## src/rtl/ex_stage.sv

```systemverilog
// ex_stage: execute stage of the five-stage MIPS pipeline.
//   Registers the ID->EX bus and evaluates the ALU. Drives the data SRAM
//   request and forwards its result to ID. Owns HI/LO and a 32-iteration
//   restoring divider for DIV/DIVU, which raises stallreq while it works.
//
// Ports
//   clk, rst         clock, synchronous active-high reset
//   stall            per-stage stall vector (bit 2 ID/EX, bit 3 EX/MEM)
//   id_to_ex_bus     decoded instruction and operands from ID
//   ex_to_mem_bus    {pc, ram_en, ram_wen, sel_rf_res, rf_we, rf_waddr, ex_result}
//   ex_to_id_bus     {rf_we, rf_waddr, ex_result} forwarding path
//   ex_is_load       EX holds a load (ex_result is an address only)
//   data_sram_*      data SRAM request
//   stallreq         divider busy, hold the front of the pipeline
//
// Divider FSM
//   state | meaning
//   IDLE  | waiting for DIV/DIVU; latches operand magnitudes and signs
//   BUSY  | one shift-subtract iteration per cycle, counter 0..31
//   DONE  | apply signs, write HI/LO at the closing edge
module ex_stage #(
  parameter int ID_TO_EX_WD  = 159,
  parameter int EX_TO_MEM_WD = 76,
  parameter int StallBus     = 6
) (
  input  logic                    clk,
  input  logic                    rst,
  input  logic [StallBus-1:0]     stall,
  input  logic [ID_TO_EX_WD-1:0]  id_to_ex_bus,
  output logic [EX_TO_MEM_WD-1:0] ex_to_mem_bus,
  output logic [37:0]             ex_to_id_bus,
  output logic                    ex_is_load,
  output logic                    data_sram_en,
  output logic [3:0]              data_sram_wen,
  output logic [31:0]             data_sram_addr,
  output logic [31:0]             data_sram_wdata,
  output logic                    stallreq
);

  typedef enum logic [1:0] {IDLE, BUSY, DONE} div_state_t;

  logic [ID_TO_EX_WD-1:0] ex_bus_r;

  // A held EX register keeps its instruction; anything else means it leaves.
  logic ex_hold, ex_clear;
  assign ex_hold  = stall[2] & stall[3];
  assign ex_clear = stall[2] & ~stall[3];

  always_ff @(posedge clk) begin
    if (rst)            ex_bus_r <= '0;
    else if (ex_clear)  ex_bus_r <= '0;
    else if (!stall[2]) ex_bus_r <= id_to_ex_bus;
  end

  logic [31:0] pc, inst, rdata1, rdata2;
  logic [11:0] alu_op;
  logic [2:0]  sel_src1;
  logic [3:0]  sel_src2;
  logic        ram_en, rf_we, sel_rf_res;
  logic [3:0]  ram_wen;
  logic [4:0]  rf_waddr;

  assign pc         = ex_bus_r[158:127];
  assign inst       = ex_bus_r[126:95];
  assign alu_op     = ex_bus_r[94:83];
  assign sel_src1   = ex_bus_r[82:80];
  assign sel_src2   = ex_bus_r[79:76];
  assign ram_en     = ex_bus_r[75];
  assign ram_wen    = ex_bus_r[74:71];
  assign rf_we      = ex_bus_r[70];
  assign rf_waddr   = ex_bus_r[69:65];
  assign sel_rf_res = ex_bus_r[64];
  assign rdata1     = ex_bus_r[63:32];
  assign rdata2     = ex_bus_r[31:0];

  // Operand muxes: AND-OR over the one-hot selects, zero when none is set.
  logic [31:0] src1, src2;
  assign src1 = ({32{sel_src1[0]}} & rdata1)
              | ({32{sel_src1[1]}} & pc)
              | ({32{sel_src1[2]}} & {27'd0, inst[10:6]});
  assign src2 = ({32{sel_src2[0]}} & rdata2)
              | ({32{sel_src2[1]}} & {{16{inst[15]}}, inst[15:0]})
              | ({32{sel_src2[2]}} & 32'd8)
              | ({32{sel_src2[3]}} & {16'd0, inst[15:0]});

  logic [31:0] add_res, sub_res, slt_res, sltu_res, sll_res, srl_res, sra_res, lui_res;
  logic [31:0] alu_res;
  assign add_res  = src1 + src2;
  assign sub_res  = src1 - src2;
  assign slt_res  = {31'd0, $signed(src1) < $signed(src2)};
  assign sltu_res = {31'd0, src1 < src2};
  assign sll_res  = src2 << src1[4:0];
  assign srl_res  = src2 >> src1[4:0];
  assign sra_res  = $signed(src2) >>> src1[4:0];
  assign lui_res  = {src2[15:0], 16'h0};

  assign alu_res = ({32{alu_op[11]}} & add_res)
                 | ({32{alu_op[10]}} & sub_res)
                 | ({32{alu_op[9]}}  & slt_res)
                 | ({32{alu_op[8]}}  & sltu_res)
                 | ({32{alu_op[7]}}  & (src1 & src2))
                 | ({32{alu_op[6]}}  & ~(src1 | src2))
                 | ({32{alu_op[5]}}  & (src1 | src2))
                 | ({32{alu_op[4]}}  & (src1 ^ src2))
                 | ({32{alu_op[3]}}  & sll_res)
                 | ({32{alu_op[2]}}  & srl_res)
                 | ({32{alu_op[1]}}  & sra_res)
                 | ({32{alu_op[0]}}  & lui_res);

  logic special, is_div, is_divu, is_mfhi, is_mflo, is_mthi, is_mtlo, any_div;
  assign special = (inst[31:26] == 6'b000000);
  assign is_div  = special && (inst[5:0] == 6'b011010);
  assign is_divu = special && (inst[5:0] == 6'b011011);
  assign is_mfhi = special && (inst[5:0] == 6'b010000);
  assign is_mflo = special && (inst[5:0] == 6'b010010);
  assign is_mthi = special && (inst[5:0] == 6'b010001);
  assign is_mtlo = special && (inst[5:0] == 6'b010011);
  assign any_div = is_div | is_divu;

  logic [31:0] hi, lo, ex_result;
  assign ex_result = is_mfhi ? hi : (is_mflo ? lo : alu_res);

  div_state_t  div_state, div_next;
  logic [5:0]  div_cnt;
  logic [31:0] div_q, div_r, div_d;
  logic        neg_q, neg_r, div_zero, done_latched;
  logic        div_start;

  // done_latched keeps a finished divide that is still held in EX from
  // starting over.
  assign div_start = any_div && !done_latched;
  assign stallreq  = any_div && !done_latched && (div_state != DONE);

  always_ff @(posedge clk) begin
    if (rst) div_state <= IDLE;
    else     div_state <= div_next;
  end

  always_comb begin
    div_next = div_state;
    case (div_state)
      IDLE:    if (div_start) div_next = BUSY;
      BUSY:    if (div_cnt == 6'd31) div_next = DONE;
      DONE:    div_next = IDLE;
      default: div_next = IDLE;
    endcase
  end

  // Restoring step: shift the next dividend bit into the partial remainder
  // and subtract the divisor when it fits. 34 bits keep the borrow clean.
  logic [32:0] r_shift;
  logic [33:0] r_diff;
  logic        r_fits;
  assign r_shift = {div_r, div_q[31]};
  assign r_diff  = {1'b0, r_shift} - {2'b00, div_d};
  assign r_fits  = ~r_diff[33];

  logic [31:0] dvd_abs, dvs_abs;
  assign dvd_abs = (is_div && rdata1[31]) ? (~rdata1 + 32'd1) : rdata1;
  assign dvs_abs = (is_div && rdata2[31]) ? (~rdata2 + 32'd1) : rdata2;

  always_ff @(posedge clk) begin
    if (rst) begin
      div_cnt  <= '0;
      div_q    <= '0;
      div_r    <= '0;
      div_d    <= '0;
      neg_q    <= 1'b0;
      neg_r    <= 1'b0;
      div_zero <= 1'b0;
    end else begin
      case (div_state)
        IDLE: if (div_start) begin
          div_q    <= dvd_abs;
          div_r    <= '0;
          div_d    <= dvs_abs;
          neg_q    <= is_div && (rdata1[31] ^ rdata2[31]);
          neg_r    <= is_div && rdata1[31];
          div_zero <= (rdata2 == 32'd0);
          div_cnt  <= '0;
        end
        BUSY: begin
          div_q   <= {div_q[30:0], r_fits};
          div_r   <= r_fits ? r_diff[31:0] : r_shift[31:0];
          div_cnt <= div_cnt + 6'd1;
        end
        default: ;
      endcase
    end
  end

  // With a zero divisor the remainder path already reproduces the dividend;
  // only the quotient needs forcing to all ones.
  logic [31:0] quo_final, rem_final;
  assign quo_final = div_zero ? 32'hFFFF_FFFF : (neg_q ? (~div_q + 32'd1) : div_q);
  assign rem_final = neg_r ? (~div_r + 32'd1) : div_r;

  always_ff @(posedge clk) begin
    if (rst) done_latched <= 1'b0;
    else if (!ex_hold) done_latched <= 1'b0;
    else if (div_state == DONE) done_latched <= 1'b1;
  end

  always_ff @(posedge clk) begin
    if (rst) begin
      hi <= '0;
      lo <= '0;
    end else if (div_state == DONE) begin
      hi <= rem_final;
      lo <= quo_final;
    end else if (!ex_hold) begin
      if (is_mthi) hi <= rdata1;
      if (is_mtlo) lo <= rdata1;
    end
  end

  assign data_sram_en    = ram_en;
  assign data_sram_wen   = ram_wen;
  assign data_sram_addr  = alu_res;
  assign data_sram_wdata = rdata2;

  assign ex_is_load    = sel_rf_res;
  assign ex_to_mem_bus = {pc, ram_en, ram_wen, sel_rf_res, rf_we, rf_waddr, ex_result};
  assign ex_to_id_bus  = {rf_we, rf_waddr, ex_result};

endmodule

```

## config.mk

```make
export PLATFORM = sky130hd
export DESIGN_NAME = ex_stage
export DESIGN_NICKNAME = d
export VERILOG_FILES = /design/src/rtl/ex_stage.sv
export SDC_FILE = /design/constraint.sdc
export NUM_CORES = 2
export LEC_CHECK = 0
export BUFFER_PORTS_ARGS = -buffer_cell sky130_fd_sc_hd__buf_2
export CORE_ASPECT_RATIO = 1.2
export CORE_MARGIN = 2
export CORE_UTILIZATION = 35
export CTS_BUF_LIST = sky130_fd_sc_hd__clkbuf_4
export CTS_CLUSTER_SIZE = 14
export DETAILED_ROUTE_END_ITERATION = 12
export GPL_TIMING_DRIVEN = 0
export PLACE_DENSITY = 0.6
export SYNTH_ARGS = -nofsm -noshare
export SYNTH_HDL_FRONTEND = slang
export SYNTH_SLANG_ARGS = --single-unit
```

## constraint.sdc

```tcl
create_clock -name clk -period 5.6 [get_ports clk]
set_input_delay 0.28 -clock clk [delete_from_list [all_inputs] [get_ports clk]]
set_output_delay 0.28 -clock clk [all_outputs]
set_load 0.03 [all_outputs]
```

==> impl_metrics.py <==
metrics = {
    "outcome": {
        "run_status": "finished with violations",
        "failed_checks": "negative setup slack",
    },
    "sta": {
        "timing_worst_slew_pin_value_ns": 1.469,
        "slew_headroom": 0.02096,
        "finalCritPeriodShare": 1.035,
        "fin_worst_hold_slack_ns": 0.1119,
        "hold_viol_final": 0,
        "final-max-slew-violation-count": 0,
        "setup_viol": 28,
        "max_clock_freq_mhz": 172.6,
        "grt_setup_unrepaired": "true",
        "clock_skew_ns": 0.09910,
        "min_period_ns": 5.794,
        "worst_slack_ns": -0.1940,
    },
    "synthesis": {
        "yosys.cell_types.count": 87,
        "postSynthRegisterBits": 321,
        "edff_count_synth": 0,
        "synth_nets": 3950,
        "syn-mean-instance-area_um2": 7.612,
        "postSynth.asyncResetShare": 0,
        "synth_cells": 3650,
        "post-synth-top-count-cell": "sky130_fd_sc_hd__nor2_1",
        "post_synthesis_cell_area_um2": 27780,
        "synth_seq_area_share": 0.2313,
        "synth_flop_cell": "sky130_fd_sc_hd__dfxtp_1",
        "yosysTopAreaCell": "sky130_fd_sc_hd__dfxtp_1",
        "ys_top_cells_by_area": "sky130_fd_sc_hd__dfxtp_1 23%, sky130_fd_sc_hd__mux2i_1 12%, sky130_fd_sc_hd__nor2_1 5.9%",
        "ys.warnings.count": 0,
        "post-synth-top-area-fraction": 0.2313,
        "netlist_top_cells_count": "435 x sky130_fd_sc_hd__nor2_1, 338 x sky130_fd_sc_hd__mux2i_1, 321 x sky130_fd_sc_hd__dfxtp_1, 285 x sky130_fd_sc_hd__nand2_1, 264 x sky130_fd_sc_hd__a21oi_1",
    },
    "floorplan": {
        "core_area_um2": 78890,
        "die_area_um2": 81660,
        "die_h_um": 312.6,
        "floorplan.initialDensity": 0.3522,
        "pin_count": 352,
        "row_count": 113,
        "die_x_um": 261.2,
    },
    "route": {
        "routed_wirelength_mm": 164.6,
        "m1_wire_length_mm": 60.85,
        "met2_wire_length_mm": 71.99,
        "vias_per_cell": 6.087,
        "first_pass_iters": 6,
        "first_iter_violations": 3949,
        "drt.antenna.violating_nets": 0,
        "met3RoutedLength_mm": 16.20,
        "highest_layer": "met5",
        "detail_route.drc_violations": 0,
        "route.detailed.wl_per_inst_um": 29.98,
        "via_count": 33410,
    },
    "cts": {
        "worst_skew_pair.late_latency_ns": 0.95,
        "ctsHtreeMaxLevel": 3,
        "clkSinkCount": 321,
        "cts_made_buffers": 91,
        "cts_tree": "built",
        "clkTransAtPathRegs_ns": 0.07,
        "cts_max_path_buffers": 3,
        "clock_tree.root_cell": "sky130_fd_sc_hd__clkbuf_4",
    },
    "placed_design": {
        "io_buffer_count": 335,
        "placement.cell_area_um2": 30790,
        "place.detailed.hpwl_mm": 124.0,
        "gp_congestion": 1.069,
    },
    "min_path": {
        "min-delay-start": "id_to_ex_bus[36]",
        "hold_path_end": "ex_bus_r[36]$_SDFFE_PP0N_",
        "timing.hold.worst_path_depth": 4,
        "hold_path.class": "in2reg",
    },
    "setup_path": {
        "setup.worst_path.end_class": "primary output",
        "crit_path_start_kind": "flip-flop",
        "worst_r2r_endpoint": "div_zero$_SDFFE_PP0P_",
        "reg2regPathDepth": 8,
        "reg2reg_slack_ns": 1.05,
        "regToRegStartpoint": "ex_bus_r[123]$_SDFFE_PP0N_",
        "crit_fanout": 10,
        "critPathKind": "reg2out",
        "cp.required_ns": 5.32,
        "cp_data_arrival_time_ns": 5.51,
    },
    "pwr": {
        "ir_worst_vdd_mv": 0.1614,
        "power_density_nw_per_um2": 196.4,
        "total_switching_power_mw": 2.842,
        "leakage_nw": 16.24,
        "p_sw_frac": 0.3914,
        "combinationalPowerShare": 0.347,
        "clkPwrFrac": 0.315,
        "power_frac_seq": 0.337,
        "p_int_mw": 4.418,
    },
    "final_layout": {
        "area.growth.synth_to_final_pct": 33.05,
        "final.fill_count": 7855,
        "layout.cell_area.non_filler_um2": 36970,
        "drive_gt1_frac": 0.2538,
        "finish.net_count": 4680,
    },
    "global_route": {
        "globalRouteOverflowTotal": 0,
        "pin_count_of_the_biggest_net_entering_global_routing": 14,
        "groute.usage.overall": 0.3908,
        "global_route_wire_length_before_repair_mm": 229.6,
        "first_global_vias": 31810,
        "antenna_violations_before_repair": 7,
    },
    "run": {
        "maxCapViolations": 0,
    },
}
-- repair_timing --
action | in CTS | in global routing
endpoints found under the hold margin | 150 | 0
hold buffers | 151 | 0
endpoints found under the setup margin | 96 | 70
cloned | 1 | 1
buffers inserted | 100 | 69
pin swaps | 76 | 64
resized for setup | 423 | 156
-- worst max-delay path, stage by stage, from the launching register on --
cell and delay, ns:
sky130_fd_sc_hd__dfxtp_1 0.41, sky130_fd_sc_hd__clkbuf_2 0.30, sky130_fd_sc_hd__a22o_1 0.56, sky130_fd_sc_hd__inv_1 0.46, sky130_fd_sc_hd__mux2i_1 0.36, sky130_fd_sc_hd__mux2_2 0.35
sky130_fd_sc_hd__mux2i_2 0.23, sky130_fd_sc_hd__a21oi_1 0.23, sky130_fd_sc_hd__nor2_1 0.09, sky130_fd_sc_hd__a211oi_4 0.39, sky130_fd_sc_hd__a2111o_1 0.42, sky130_fd_sc_hd__nor2_1 0.11
sky130_fd_sc_hd__o21ai_1 0.34, sky130_fd_sc_hd__buf_4 0.17, sky130_fd_sc_hd__buf_2 0.18
-- layout by cell type (no fill, tap or decap), drive strengths merged, types with 113 or more instances in the layout --
cell type / Yosys / layout
a211oi: 113 / 113
buf: 154 / 661
nand2: 285 / 285
ha: 130 / 130
dlygate4sd3: 0 / 151
clkbuf: 246 / 359
inv: 149 / 148
dfxtp: 321 / 321
mux2i: 338 / 338
nor2: 435 / 435
a21oi: 265 / 265
o21ai: 177 / 177
-- layer usage --
metal  up-vias  global-route usage
met4         4              0.3066
met5         -                   0
met1     16170              0.4608
met3       620              0.1007
li1      14640                   -
met2      1971              0.6011
-- sequential cells by signal, indices dropped and copies added (netlist names) --
name,cells
ex_bus_r,149
div_d,32
div_q,32
div_r,32
hi,32
lo,32
div_cnt,6
div_state,2
div_zero,1
done_latched,1
neg_q,1
neg_r,1
-- how the worst max path moves through the flow --
| stage | start | cells past startpoint | slack (ns) | to |
|---|---|---|---|---|
| floorplan | ex_bus_r[81]$_SDFFE_PP0N_ | 17 | 0.05 | ex_to_mem_bus[17] |
| CTS | ex_bus_r[81]$_SDFFE_PP0N_ | 21 | -0.15 | ex_to_mem_bus[25] |
| global placement | ex_bus_r[81]$_SDFFE_PP0N_ | 20 | -4.22 | ex_to_mem_bus[27] |
| finish | ex_bus_r[77]$_SDFFE_PP0N_ | 14 | -0.19 | ex_to_mem_bus[8] |
| detailed placement | ex_bus_r[81]$_SDFFE_PP0N_ | 21 | -3.28 | ex_to_mem_bus[28] |
| global route | ex_bus_r[81]$_SDFFE_PP0N_ | 21 | -0.15 | ex_to_mem_bus[26] |
-- power by group through the flow --
stage          clock, mW  combinational, mW  sequential, mW
6_report            2.29               2.52            2.45
4_1_cts             2.31               2.33            2.44
5_1_grt             2.42               2.59            2.45
3_5_place_dp           0               1.96            2.49
3_3_place_gp           0               1.96            2.49
2_1_floorplan          0               1.23            2.43
-- stage by stage --
| step | total power, mW | cells | setup TNS (ns) | util | worst slack (ns) |
|---|---|---|---|---|---|
| 3_3_place_gp | 4.450 | 5020 | -209.09 | 0.3898 | -4.223 |
| 4_1_cts | 7.082 | 5424 | -0.4335 | 0.4561 | -0.1482 |
| 6_report | 7.260 | 5488 | -1.689 | 0.4686 | -0.1940 |
| 3_5_place_dp | 4.443 | 5024 | -188.69 | 0.3902 | -3.277 |
| 2_1_floorplan | 3.661 | 3650 | 0 | - | 0.05251 |
| 5_1_grt | 7.462 | 5487 | -1.276 | 0.4685 | -0.1513 |
-- cell type report --
| type | instances | area [um^2] | share of cell area |
|---|---|---|---|
| multi-input cells | 2779 | 20360 | 0.5508 |
| well taps | 1035 | 1295 | 0.03503 |
| diodes | 4 | 10.01 | 0.0002708 |
| flip-flops and latches | 321 | 6457 | 0.1747 |
| clock inverters | 28 | 155.1 | 0.004197 |
| plain buffers | 377 | 2288 | 0.06191 |
| clock buffers | 134 | 1006 | 0.02721 |
| inverters | 150 | 600.6 | 0.01625 |
| repair buffers | 660 | 4792 | 0.1296 |
-- kinds of logic (layout without fill, tap and decap cells) --
logic type | after synthesis | in the layout | synth area share
xor gates and xnor gates | 185 | 185 | 0.05832
and+or+nand+nor | 1029 | 1029 | 0.1647
DFF | 321 | 321 | 0.2313
buffers and inverters | 550 | 1349 | 0.09101
other | 0 | 4 | 0
muxes | 367 | 367 | 0.1335
adders and majority gates | 133 | 133 | 0.06070
AOI/OAI and AO/OA | 1065 | 1065 | 0.2604
Power figures use the tool's default switching activity.
